===== src/rtl/usr_shift_sequencer.sv =====
// Command sequencer for a universal shift register: turns one load/shift/rotate
// command at a time into the S/SDL/SDR/D drive pattern and pulses done.
module usr_shift_sequencer #(
    parameter int W  = 4,
    parameter int CW = $clog2(W) + 1
) (
    input  logic          clk,
    input  logic          clr,
    input  logic          cmd_valid,
    output logic          cmd_ready,
    input  logic [2:0]    cmd_op,
    input  logic [CW-1:0] cmd_amt,
    input  logic [W-1:0]  cmd_data,
    input  logic          cmd_fill,
    input  logic [W-1:0]  q_in,
    output logic [1:0]    s_out,
    output logic          sdl_out,
    output logic          sdr_out,
    output logic [W-1:0]  d_out,
    output logic          busy,
    output logic          done
);

    localparam logic [2:0] OP_NOP   = 3'b000;
    localparam logic [2:0] OP_LOAD  = 3'b001;
    localparam logic [2:0] OP_SHL   = 3'b010;
    localparam logic [2:0] OP_SHR   = 3'b011;
    localparam logic [2:0] OP_ROL   = 3'b100;
    localparam logic [2:0] OP_ROR   = 3'b101;
    localparam logic [2:0] OP_CLEAR = 3'b110;

    localparam logic [1:0] ST_IDLE = 2'd0;
    localparam logic [1:0] ST_LOAD = 2'd1;
    localparam logic [1:0] ST_EXEC = 2'd2;
    localparam logic [1:0] ST_DONE = 2'd3;

    logic [1:0]    state;
    logic [CW-1:0] cnt;
    logic [2:0]    op_q;
    logic [W-1:0]  data_q;
    logic          fill_q;

    logic accept;
    logic is_load;
    logic is_shift;

    assign accept   = cmd_valid & cmd_ready;
    assign is_load  = (cmd_op == OP_LOAD) || (cmd_op == OP_CLEAR);
    assign is_shift = (cmd_op == OP_SHL) || (cmd_op == OP_SHR) ||
                      (cmd_op == OP_ROL) || (cmd_op == OP_ROR);

    always_ff @(posedge clk or posedge clr) begin
        if (clr) begin
            state  <= ST_IDLE;
            cnt    <= '0;
            op_q   <= OP_NOP;
            data_q <= '0;
            fill_q <= 1'b0;
        end else begin
            unique case (state)
                ST_IDLE: begin
                    if (accept) begin
                        op_q   <= cmd_op;
                        data_q <= (cmd_op == OP_CLEAR) ? '0 : cmd_data;
                        fill_q <= cmd_fill;
                        cnt    <= is_shift ? cmd_amt : '0;
                        unique case (1'b1)
                            is_load:                    state <= ST_LOAD;
                            is_shift && cmd_amt != '0:  state <= ST_EXEC;
                            default:                    state <= ST_DONE;
                        endcase
                    end
                end
                ST_LOAD: state <= ST_DONE;
                ST_EXEC: begin
                    cnt <= cnt - CW'(1);
                    if (cnt == CW'(1)) state <= ST_DONE;
                end
                ST_DONE: state <= ST_IDLE;
                default: state <= ST_IDLE;
            endcase
        end
    end

    // Rotate feedback comes straight from q_in so each edge moves exactly one bit.
    always_comb begin
        s_out     = 2'b00;
        sdl_out   = 1'b0;
        sdr_out   = 1'b0;
        d_out     = '0;
        cmd_ready = (state == ST_IDLE);
        busy      = (state != ST_IDLE);
        done      = (state == ST_DONE);
        unique case (state)
            ST_LOAD: begin
                s_out = 2'b11;
                d_out = data_q;
            end
            ST_EXEC: begin
                unique case (op_q)
                    OP_SHL: begin
                        s_out   = 2'b01;
                        sdl_out = fill_q;
                    end
                    OP_ROL: begin
                        s_out   = 2'b01;
                        sdl_out = q_in[W-1];
                    end
                    OP_SHR: begin
                        s_out   = 2'b10;
                        sdr_out = fill_q;
                    end
                    OP_ROR: begin
                        s_out   = 2'b10;
                        sdr_out = q_in[0];
                    end
                    default: s_out = 2'b00;
                endcase
            end
            default: s_out = 2'b00;
        endcase
    end

endmodule


===== config.mk =====
export PLATFORM = sky130hd
export DESIGN_NAME = usr_shift_sequencer
export DESIGN_NICKNAME = d
export VERILOG_FILES = /design/src/rtl/usr_shift_sequencer.sv
export SDC_FILE = /design/constraint.sdc
export NUM_CORES = 1
export LEC_CHECK = 0
export CORE_MARGIN = 2
export CORE_UTILIZATION = 30
export CTS_CLUSTER_SIZE = 14
export DETAILED_ROUTE_END_ITERATION = 7
export PLACE_DENSITY = 0.69
export REMOVE_ABC_BUFFERS = 1
export SLEW_MARGIN = 20
export SYNTH_ARGS = -nofsm -noshare
export SYNTH_HDL_FRONTEND = slang
export SYNTH_SLANG_ARGS = --single-unit

===== constraint.sdc =====
create_clock -name clk -period 1.4 [get_ports clk]
set_clock_uncertainty 0.2 [all_clocks]
set_input_delay 0.21 -clock clk [delete_from_list [all_inputs] [get_ports clk]]
set_output_delay 0.21 -clock clk [all_outputs]
set_load 0.03 [all_outputs]

==> flow_metrics.env, run 1 <==
export IMPL_status="complete, but fails checks"
export IMPL_violations="setup timing"
export IMPL_clockRootBuffer="clkbuf_4"
export IMPL_cts_buffer_depth=2
export IMPL_placed_area_mm2=0.00119
export IMPL_leakage_uw=0.000724
export IMPL_synthDistinctLibCells=25
export IMPL_syn_inst=85
export IMPL_worstPathRequired_ns=0.99
export IMPL_vias=840
export IMPL_die_h_um=56.7
export IMPL_ir_drop_mv=1.62
export IMPL_cts_tree="done"
export IMPL_die_area_mm2=0.00322
export IMPL_startpoint_type="flop"
export IMPL_worstMarginPinSlew_ns=0.543
export IMPL_crit_path_end_kind="primary output"
export IMPL_cp_arrival_ns=1.40
export IMPL_finalMaxSlewViolations=0
export IMPL_setup_viol=24
export IMPL_netlist_area_um2=833
export IMPL_synth_seq_cells=13
export IMPL_initial_core_util_pct=31.0
export IMPL_hpwl_um=1450
export IMPL_rsz0062_at_grt="true"
export IMPL_first_global_vias=854
export IMPL_yosysWarnings=0
export IMPL_wire_per_inst_um=14.1
export IMPL_place_congestion=0.728
export IMPL_fp_dieW_um=56.7
export IMPL_antenna_found_initial=0
export IMPL_cts_buffers=3
export IMPL_synth_seq_area_share_pct=39.0
export IMPL_vias_per_cell=4.86
export IMPL_grt_first_pass_wirelength_um=3820
export IMPL_fmax_mhz=552
export IMPL_antenna_left=0
export IMPL_clk_latency_ns=0.27
export IMPL_wirelength_um=2430
export IMPL_drt_initial_drc_count=23
export IMPL_p_per_area_mw_per_mm2=2390
export IMPL_port_buffers=26
export IMPL_pin_count=29
export IMPL_path_clk_slew_ns=0.08
export IMPL_critical_path_class="reg2out"
export IMPL_drt_pass1_iter_count=4
export IMPL_track_usage_pct=15.0
export IMPL_finalCritPeriodShare_pct=129
export IMPL_period_needed_ns=1.81
export IMPL_htreeDepth=1
export IMPL_core_area_mm2=0.00269
export IMPL_min_path_type="in2async"
export IMPL_timing_slew_headroom_pct=63.7
export IMPL_drv_cap=0
export IMPL_clkSinkCount=13
export IMPL_drive_gt1_share_pct=57.0
export IMPL_synthToLayoutAreaGrowth_pct=94.1
export IMPL_postLayoutSetupSlackWorst_ns=-0.410
export IMPL_nNetsFinal=168
export IMPL_rows=19
export IMPL_n_antenna_cell=0
export IMPL_tns_ns=-7.05
export IMPL_grt_overflow=0
export IMPL_synth_avg_cell_area_um2=9.80
export IMPL_drc_errors=0
export IMPL_grt_max_degree=14
export IMPL_hold_viol=0
export IMPL_fin_area_mm2=0.00162
export IMPL_cp_max_fo=3
worst max-delay path: stages (launching register included):
cell     delay, ns
dfrtp_1       0.37
inv_2         0.07
buf_6         0.12
ha_4          0.26
nor2b_1       0.12
buf_4         0.17
cells in the mapped netlist:
cell type | count | area, µm²
o31a_1 | 1 | 8.76
a2bb2oi_1 | 1 | 8.76
a31oi_1 | 4 | 25.0
nand3b_1 | 2 | 15.0
and3b_1 | 1 | 8.76
nor2b_1 | 7 | 43.8
mux2i_1 | 3 | 30.0
ha_1 | 7 | 87.6
mux2_1 | 2 | 22.5
dfrtp_1 | 13 | 325
or3b_1 | 1 | 8.76
nand2_2 | 1 | 6.26
a311oi_1 | 2 | 17.5
inv_1 | 8 | 30.0
o21ai_0 | 4 | 20.0
a21oi_1 | 2 | 10.0
o2bb2ai_1 | 1 | 8.76
nand2_1 | 10 | 37.5
a211oi_1 | 2 | 15.0
nand2b_1 | 1 | 6.26
buf_6 | 2 | 22.5
o21ai_1 | 2 | 10.0
and2_1 | 4 | 25.0
mux2_2 | 2 | 22.5
xor2_1 | 2 | 17.5
metrics by stage:
step           instances  hold slack (ns)  setup WS (ns)  util, %  power, µW
2_1_floorplan         83           -0.113         -0.613        -       1710
3_3_place_gp         155            0.255         -0.259     44.5       2360
3_5_place_dp         155            0.263         -0.316     44.5       2410
4_1_cts              169           0.0263         -0.409     54.8       3340
5_1_grt              173           0.0204         -0.482     60.2       4130
6_report             173           0.0260         -0.410     60.2       3860
layout by cell type, fill, tap and decap left out, drive strengths merged, types with 4 or more instances in the layout:
cell,Yosys,layout
buf,2,39
inv,8,7
clkbuf,0,4
nor2b,7,7
nand2,11,12
a31oi,4,4
dfrtp,13,13
ha,7,7
mux2,4,4
clkdlybuf4s50,0,15
o21ai,6,6
and2,4,4
repair_timing:
item / 4_1_cts / 5_1_grt
hold buffers: 0 / 0
setup buffers: 9 / 6
pin swaps: 3 / 8
endpoints found under the setup margin: 24 / 24
gates cloned: 1 / 0
resized for setup: 42 / 30
power breakdown:
group / switching, µW / internal, µW
registers: 181 / 572
clock network: 124 / 110
logic: 1280 / 1590
total: 1590 / 2270
path summary, 6_finish.rpt:
kind                                              end             startpoint  slack, ns  cells after the start
worst max-delay path                         s_out[1]   state[0]$_DFFE_PP0P_      -0.41                      5
worst min-delay path               fill_q$_DFFE_PP0P_                    clr       0.03                      3
worst max register to register     cnt[1]$_DFFE_PP0P_   state[0]$_DFFE_PP0P_      -0.34                      8
worst min register to register  data_q[2]$_DFFE_PP0P_  data_q[2]$_DFFE_PP0P_       0.30                      2
max in group asynchronous         op_q[1]$_DFFE_PP0P_                    clr       0.79                      3
min in group clk                data_q[0]$_DFFE_PP0P_            cmd_data[0]       0.28                      3
routing by layer:
layer / vias to the layer above / part of all wire (%) / track usage (%)
met4: 0 / 0 / 3.40
met3: 0 / 2.8 / 3.23
met5: - / 0 / 0
met2: 15 / 57 / 26.9
li1: 411 / - / -
met1: 414 / 40 / 18.2
cells by family after synthesis:
logic type               Yosys count  share of synthesized area (%)
XOR/XNOR                           2                           2.10
flip-flops                        13                           39.0
AO/OA/AOI/OAI                     19                           14.9
multiplexers                       7                           9.01
AND/OR/NAND/NOR                   27                           18.2
buffers and inverters             10                           6.31
adder cells (fa/ha/maj)            7                           10.5
cell type report:
cell class                      count  area, µm²
Fill cell                         214       1070
Tap cell                           31       38.8
Inverter                            8       37.5
Multi-Input combinational cell     63        676
Clock buffer                        4       26.3
Timing Repair Buffer               54        510
Sequential cell                    13        329
state kept, by name (all words and copies together) (netlist names):
| name | cells |
|---|---|
| state | 2 |
| op_q | 3 |
| fill_q | 1 |
| data_q | 4 |
| cnt | 3 |
Power figures use the tool's default switching activity.
==> run 2: changes to the inputs <==
--- a/config.mk
+++ b/config.mk
@@ -9,6 +9,7 @@
 export CORE_UTILIZATION = 30
 export CTS_CLUSTER_SIZE = 14
 export DETAILED_ROUTE_END_ITERATION = 7
+export MAX_ROUTING_LAYER = met4
 export PLACE_DENSITY = 0.69
 export REMOVE_ABC_BUFFERS = 1
 export SLEW_MARGIN = 20
==> run 2 against run 1 <==
- the flow still finishes with violations (setup timing)
- critical path depth did not move
- non-clock buffer count unchanged
- utilization is the same
- first-iteration DRC count is 8.7% higher
- fmax about the same
- final area did not move
- combinational power is essentially flat
- setup slack about the same
- critical path type unchanged
- final cell count is the same
==> flow_metrics.env, run 2 (synthesized netlist as in run 1, its figures left out) <==
export IMPL_status="complete, but fails checks"
export IMPL_violations="setup timing"
export IMPL_final_cell_mix="21 x buf_4, 18 x buf_6, 15 x clkdlybuf4s50_1, 10 x dfrtp_1"
export IMPL_drive_gt1_share_pct=57.0
export IMPL_top_regs="data_q x4, cnt x3, op_q x3"
export IMPL_p_per_area_mw_per_mm2=2390
export IMPL_nNetsFinal=168
export IMPL_grt_max_degree=14
export IMPL_wirelength_um=2430
export IMPL_cts_buffers=3
export IMPL_pin_count=29
export IMPL_reg2reg_depth=8
export IMPL_worstMarginPinSlew_ns=0.544
export IMPL_drt_pass1_iter_count=4
export IMPL_hold_viol=0
export IMPL_fmax_mhz=552
export IMPL_drv_cap=0
export IMPL_postLayoutSetupSlackWorst_ns=-0.410
export IMPL_setup_viol=24
export IMPL_clk_latency_ns=0.27
export IMPL_cpLargestDelayFamily="flip-flops"
export IMPL_finalCritPeriodShare_pct=129
export IMPL_vias=836
export IMPL_timing_slew_headroom_pct=63.6
export IMPL_min_path_type="in2async"
export IMPL_wire_per_inst_um=14.0
export IMPL_placed_area_mm2=0.00119
export IMPL_clkSinkCount=13
export IMPL_antenna_found_initial=0
export IMPL_startpoint_type="flop"
export IMPL_final_common_cell="buf_4"
export IMPL_hold_slack_ns=0.0260
export IMPL_crit_slowest_cell="dfrtp_1"
export IMPL_htreeDepth=1
export IMPL_core_area_mm2=0.00269
export IMPL_vias_per_cell=4.83
export IMPL_first_global_vias=854
export IMPL_grt_first_pass_wirelength_um=3820
export IMPL_pre_cts_ws_ns=-0.316
export IMPL_n_antenna_cell=0
export IMPL_cp_num_cells=5
export IMPL_fin_area_mm2=0.00162
export IMPL_clockRootBuffer="clkbuf_4"
export IMPL_ir_drop_mv=1.62
export IMPL_finalMaxSlewViolations=0
export IMPL_worstPathRequired_ns=0.99
export IMPL_cts_buffer_depth=2
export IMPL_rows=19
export IMPL_die_h_um=56.7
export IMPL_port_buffers=26
export IMPL_crit_path_end_kind="primary output"
export IMPL_drc_errors=0
export IMPL_fp_dieW_um=56.7
export IMPL_cts_tree="done"
export IMPL_utilization_pct=60.2
export IMPL_rsz0062_at_grt="true"
export IMPL_initial_core_util_pct=31.0
export IMPL_cp_max_fo=3
export IMPL_cp_num_buf_inv=3
export IMPL_track_usage_pct=15.5
export IMPL_top_register="data_q"
export IMPL_reg2reg_slack_ns=-0.33
export IMPL_hold_buffers=0
export IMPL_crit_chain="inv_2 > buf_6 > ha_4 > nor2b_1 > buf_4"
export IMPL_antenna_left=0
export IMPL_largest_reg_flops=4
export IMPL_drt_initial_drc_count=25
export IMPL_grt_overflow=0
export IMPL_path_clk_slew_ns=0.08
export IMPL_synthToLayoutAreaGrowth_pct=94.1
export IMPL_cp_arrival_ns=1.40
export IMPL_critical_path_class="reg2out"
export IMPL_leakage_uw=0.000724
export IMPL_period_needed_ns=1.81
export IMPL_place_congestion=0.737
export IMPL_die_area_mm2=0.00322
export IMPL_hpwl_um=1450
export IMPL_max_stage_delay_ns=0.37
## run 2: cell counts in the layout (fill, tap and decap cells not counted)
Identical to the previous run, type by type.
## run 2: layout make-up
| class | count | area [µm²] |
|---|---|---|
| repair buffers | 54 | 510 |
| inverters | 8 | 37.5 |
| clock buffers | 4 | 26.3 |
| multi-input cells | 63 | 676 |
| well taps | 31 | 38.8 |
| flip-flops and latches | 13 | 329 |
| fillers | 214 | 1070 |
## run 2: through the flow
step / power [µW] / instances / TNS (ns)
after detailed placement: 2410 / 155 / -4.26
final: 3860 / 173 / -7.05
after CTS: 3340 / 169 / -5.98
after global placement: 2360 / 155 / -3.65
after global routing: 4130 / 173 / -8.46
after floorplan: 1710 / 83 / -6.14
## run 2: path summary, 6_finish.rpt
| check | from | end |
|---|---|---|
| worst max-delay path | state[0]$_DFFE_PP0P_ | s_out[1] |
| worst min-delay path | clr | fill_q$_DFFE_PP0P_ |
| worst max register to register | state[0]$_DFFE_PP0P_ | cnt[1]$_DFFE_PP0P_ |
| worst min register to register | data_q[2]$_DFFE_PP0P_ | data_q[2]$_DFFE_PP0P_ |
| max in group asynchronous | clr | op_q[1]$_DFFE_PP0P_ |
| min in group clk | cmd_data[0] | data_q[0]$_DFFE_PP0P_ |
## run 2: worst reg2reg max path, delay by kind of cell (launching register included)
family          cells  cell delay [ns]
fa+ha+maj           1             0.16
mux                 1             0.11
buf+inv             4             0.50
flops               1             0.37
compound gates      2             0.28
## run 2: what timing repair did
action	CTS	global route
endpoints found under the hold margin	0	0
pin swaps	3	8
cloned	1	0
setup endpoints to repair	24	24
buffers inserted	9	6
gates resized for setup	42	30
## run 2: metal layers
layer	share of wire [%]	GRT usage [%]	routed length (µm)	vias up
met5	0	-	0	-
met4	0	3.40	0	0
met3	2.8	3.23	69	0
met2	57	26.9	1380	15
met1	40	18.2	977	410
li1	-	-	-	411
## run 2: power by group
group	switching, µW	internal (µW)	leakage, µW
clock network	124	110	0.0000150
registers	181	572	0.000154
logic	1290	1590	0.000555
==> run 3: changes to the inputs <==
--- a/config.mk
+++ b/config.mk
@@ -10,7 +10,7 @@
 export CTS_CLUSTER_SIZE = 14
 export DETAILED_ROUTE_END_ITERATION = 7
 export MAX_ROUTING_LAYER = met4
-export PLACE_DENSITY = 0.69
+export PLACE_DENSITY = 0.67
 export REMOVE_ABC_BUFFERS = 1
 export SLEW_MARGIN = 20
 export SYNTH_ARGS = -nofsm -noshare
==> constraint.sdc (replaced) <==
create_clock -name clk -period 1.8 [get_ports clk]
set_clock_uncertainty 0.2 [all_clocks]
set_input_delay 0.27 -clock clk [delete_from_list [all_inputs] [get_ports clk]]
set_output_delay 0.27 -clock clk [all_outputs]
set_load 0.03 [all_outputs]
==> run 3 against run 2 <==
- the flow still finishes with violations (setup timing)
- combinational power is 47% lower
- critical endpoint is now sdr_out
- largest power group unchanged
- sequential cell count stayed put
- hold slack better by 0.090 ns
- power is 41% lower
==> flow_metrics.env, run 3 (synthesized netlist as in run 1, its figures left out) <==
export IMPL_status="complete, but fails checks"
export IMPL_violations="setup timing"
export IMPL_reg2reg_slack_ns=0.10
export IMPL_path_clk_slew_ns=0.08
export IMPL_crit_path_end_kind="primary output"
export IMPL_die_h_um=56.7
export IMPL_antenna_found_initial=0
export IMPL_grt_overflow=0
export IMPL_p_total_uw=2270
export IMPL_place_congestion=0.723
export IMPL_pwr_share_seq_pct=24.0
export IMPL_timing_slew_headroom_pct=65.9
export IMPL_grt_max_degree=14
export IMPL_first_global_vias=785
export IMPL_r2r_end="cnt[0]$_DFFE_PP0P_"
export IMPL_cts_tree="done"
export IMPL_drv_cap=0
export IMPL_initial_core_util_pct=31.0
export IMPL_fillers=259
export IMPL_timing_rr_start="state[0]$_DFFE_PP0P_"
export IMPL_n_antenna_cell=0
export IMPL_clock_power_share_pct=7.9
export IMPL_final_cell_mix="15 x clkdlybuf4s50_1, 13 x dfrtp_1, 12 x buf_4, 10 x nand2_1, 8 x buf_6"
export IMPL_vias=725
export IMPL_clkSinkCount=13
export IMPL_reg2reg_depth=7
export IMPL_port_buffers=26
export IMPL_period_needed_ns=1.91
export IMPL_clockRootBuffer="clkbuf_4"
export IMPL_drt_initial_drc_count=14
export IMPL_worstPathRequired_ns=1.33
export IMPL_nNetsFinal=148
export IMPL_largest_reg_flops=4
export IMPL_htreeDepth=1
export IMPL_power_switching_share_pct=43.6
export IMPL_antenna_left=0
export IMPL_vias_per_cell=4.74
export IMPL_rsz0062_at_grt="true"
export IMPL_wire_per_inst_um=12.6
export IMPL_combPwrFrac_pct=68.0
export IMPL_critical_path_class="reg2out"
export IMPL_hold_viol=0
export IMPL_fmax_mhz=525
export IMPL_tns_ns=-0.396
export IMPL_rows=19
export IMPL_p_per_area_mw_per_mm2=1730
export IMPL_leakage_uw=0.000582
export IMPL_core_area_mm2=0.00269
export IMPL_postLayoutSetupSlackWorst_ns=-0.105
export IMPL_cp_arrival_ns=1.44
export IMPL_finalMaxSlewViolations=0
export IMPL_pin_count=29
export IMPL_fp_dieW_um=56.7
export IMPL_placed_area_mm2=0.00111
export IMPL_top_register="data_q"
export IMPL_final_common_cell="clkdlybuf4s50_1"
export IMPL_wirelength_um=1930
export IMPL_clk_latency_ns=0.28
export IMPL_worstMarginPinSlew_ns=0.511
export IMPL_synthToLayoutAreaGrowth_pct=57.1
export IMPL_fin_area_mm2=0.00131
export IMPL_crit_start="state[0]$_DFFE_PP0P_"
export IMPL_startpoint_type="flop"
export IMPL_hold_slack_ns=0.116
export IMPL_track_usage_pct=13.0
export IMPL_finalCritPeriodShare_pct=106
export IMPL_hpwl_um=1380
export IMPL_drc_errors=0
export IMPL_die_area_mm2=0.00322
export IMPL_intPower_uw=1280
export IMPL_drt_pass1_iter_count=4
export IMPL_cts_buffers=3
export IMPL_switching_power_uw=988
export IMPL_cts_buffer_depth=2
export IMPL_grt_first_pass_wirelength_um=3210
export IMPL_endpoint="sdr_out"
export IMPL_setup_viol=6
export IMPL_cp_max_fo=5
export IMPL_drive_gt1_share_pct=33.6
export IMPL_min_path_type="in2async"
export IMPL_ir_drop_mv=1.05
export IMPL_top_regs="data_q x4, cnt x3, op_q x3"
==> run 3: cell type report <==
class	count	area [µm²]	area share, %
repair buffers	35	330	25.2
multi-input cells	62	556	42.4
flip-flops and latches	13	325	24.9
well taps	31	38.8	2.96
inverters	8	32.5	2.49
clock buffers	4	26.3	2.01
==> run 3: timing repair <==
item / CTS / global route
pin swaps: 0 / 2
hold endpoints to repair: 0 / 0
hold buffers: 0 / 0
resized for setup: 13 / 23
setup buffers: 3 / 3
endpoints found under the setup margin: 10 / 15
==> run 3: worst min-delay path by stage <==
stage	from	to	slack, ns	cells after the start
after detailed placement	data_q[3]$_DFFE_PP0P_	data_q[3]$_DFFE_PP0P_	0.26	2
after global routing	clr	state[0]$_DFFE_PP0P_	0.15	2
after CTS	clr	op_q[2]$_DFFE_PP0P_	0.13	2
after global placement	data_q[3]$_DFFE_PP0P_	data_q[3]$_DFFE_PP0P_	0.26	2
final	clr	state[0]$_DFFE_PP0P_	0.12	2
after floorplan	clr	cnt[0]$_DFFE_PP0P_	-0.05	1
==> run 3: routing by layer <==
layer	vias to the layer above	track usage [%]	wire length, µm
met2	26	22.4	986
met3	2	2.30	104
li1	365	-	-
met4	0	4.08	10
met5	-	-	0
met1	332	15.3	824
==> run 3: per-stage QoR <==
| step | setup WS (ns) | instances | utilization, % |
|---|---|---|---|
| global placement | 0.0573 | 143 | 41.2 |
| CTS | -0.138 | 150 | 44.3 |
| global route | -0.172 | 153 | 48.7 |
| detailed placement | -0.00523 | 143 | 41.2 |
| finish | -0.105 | 153 | 48.7 |
| floorplan | -0.273 | 83 | - |
==> run 3: power groups by stage <==
stage               registers [µW]  logic [µW]  clock network, µW
floorplan                      513         814                  0
global placement               530        1130                  0
detailed placement             537        1150                  0
CTS                            536        1260                187
global route                   569        1660                200
finish                         545        1540                180
==> run 3: critical path, stage by stage, from the launching register on <==
cell,delay (ns)
dfrtp_1,0.40
inv_2,0.13
ha_4,0.20
inv_4,0.05
a211oi_2,0.17
buf_4,0.20
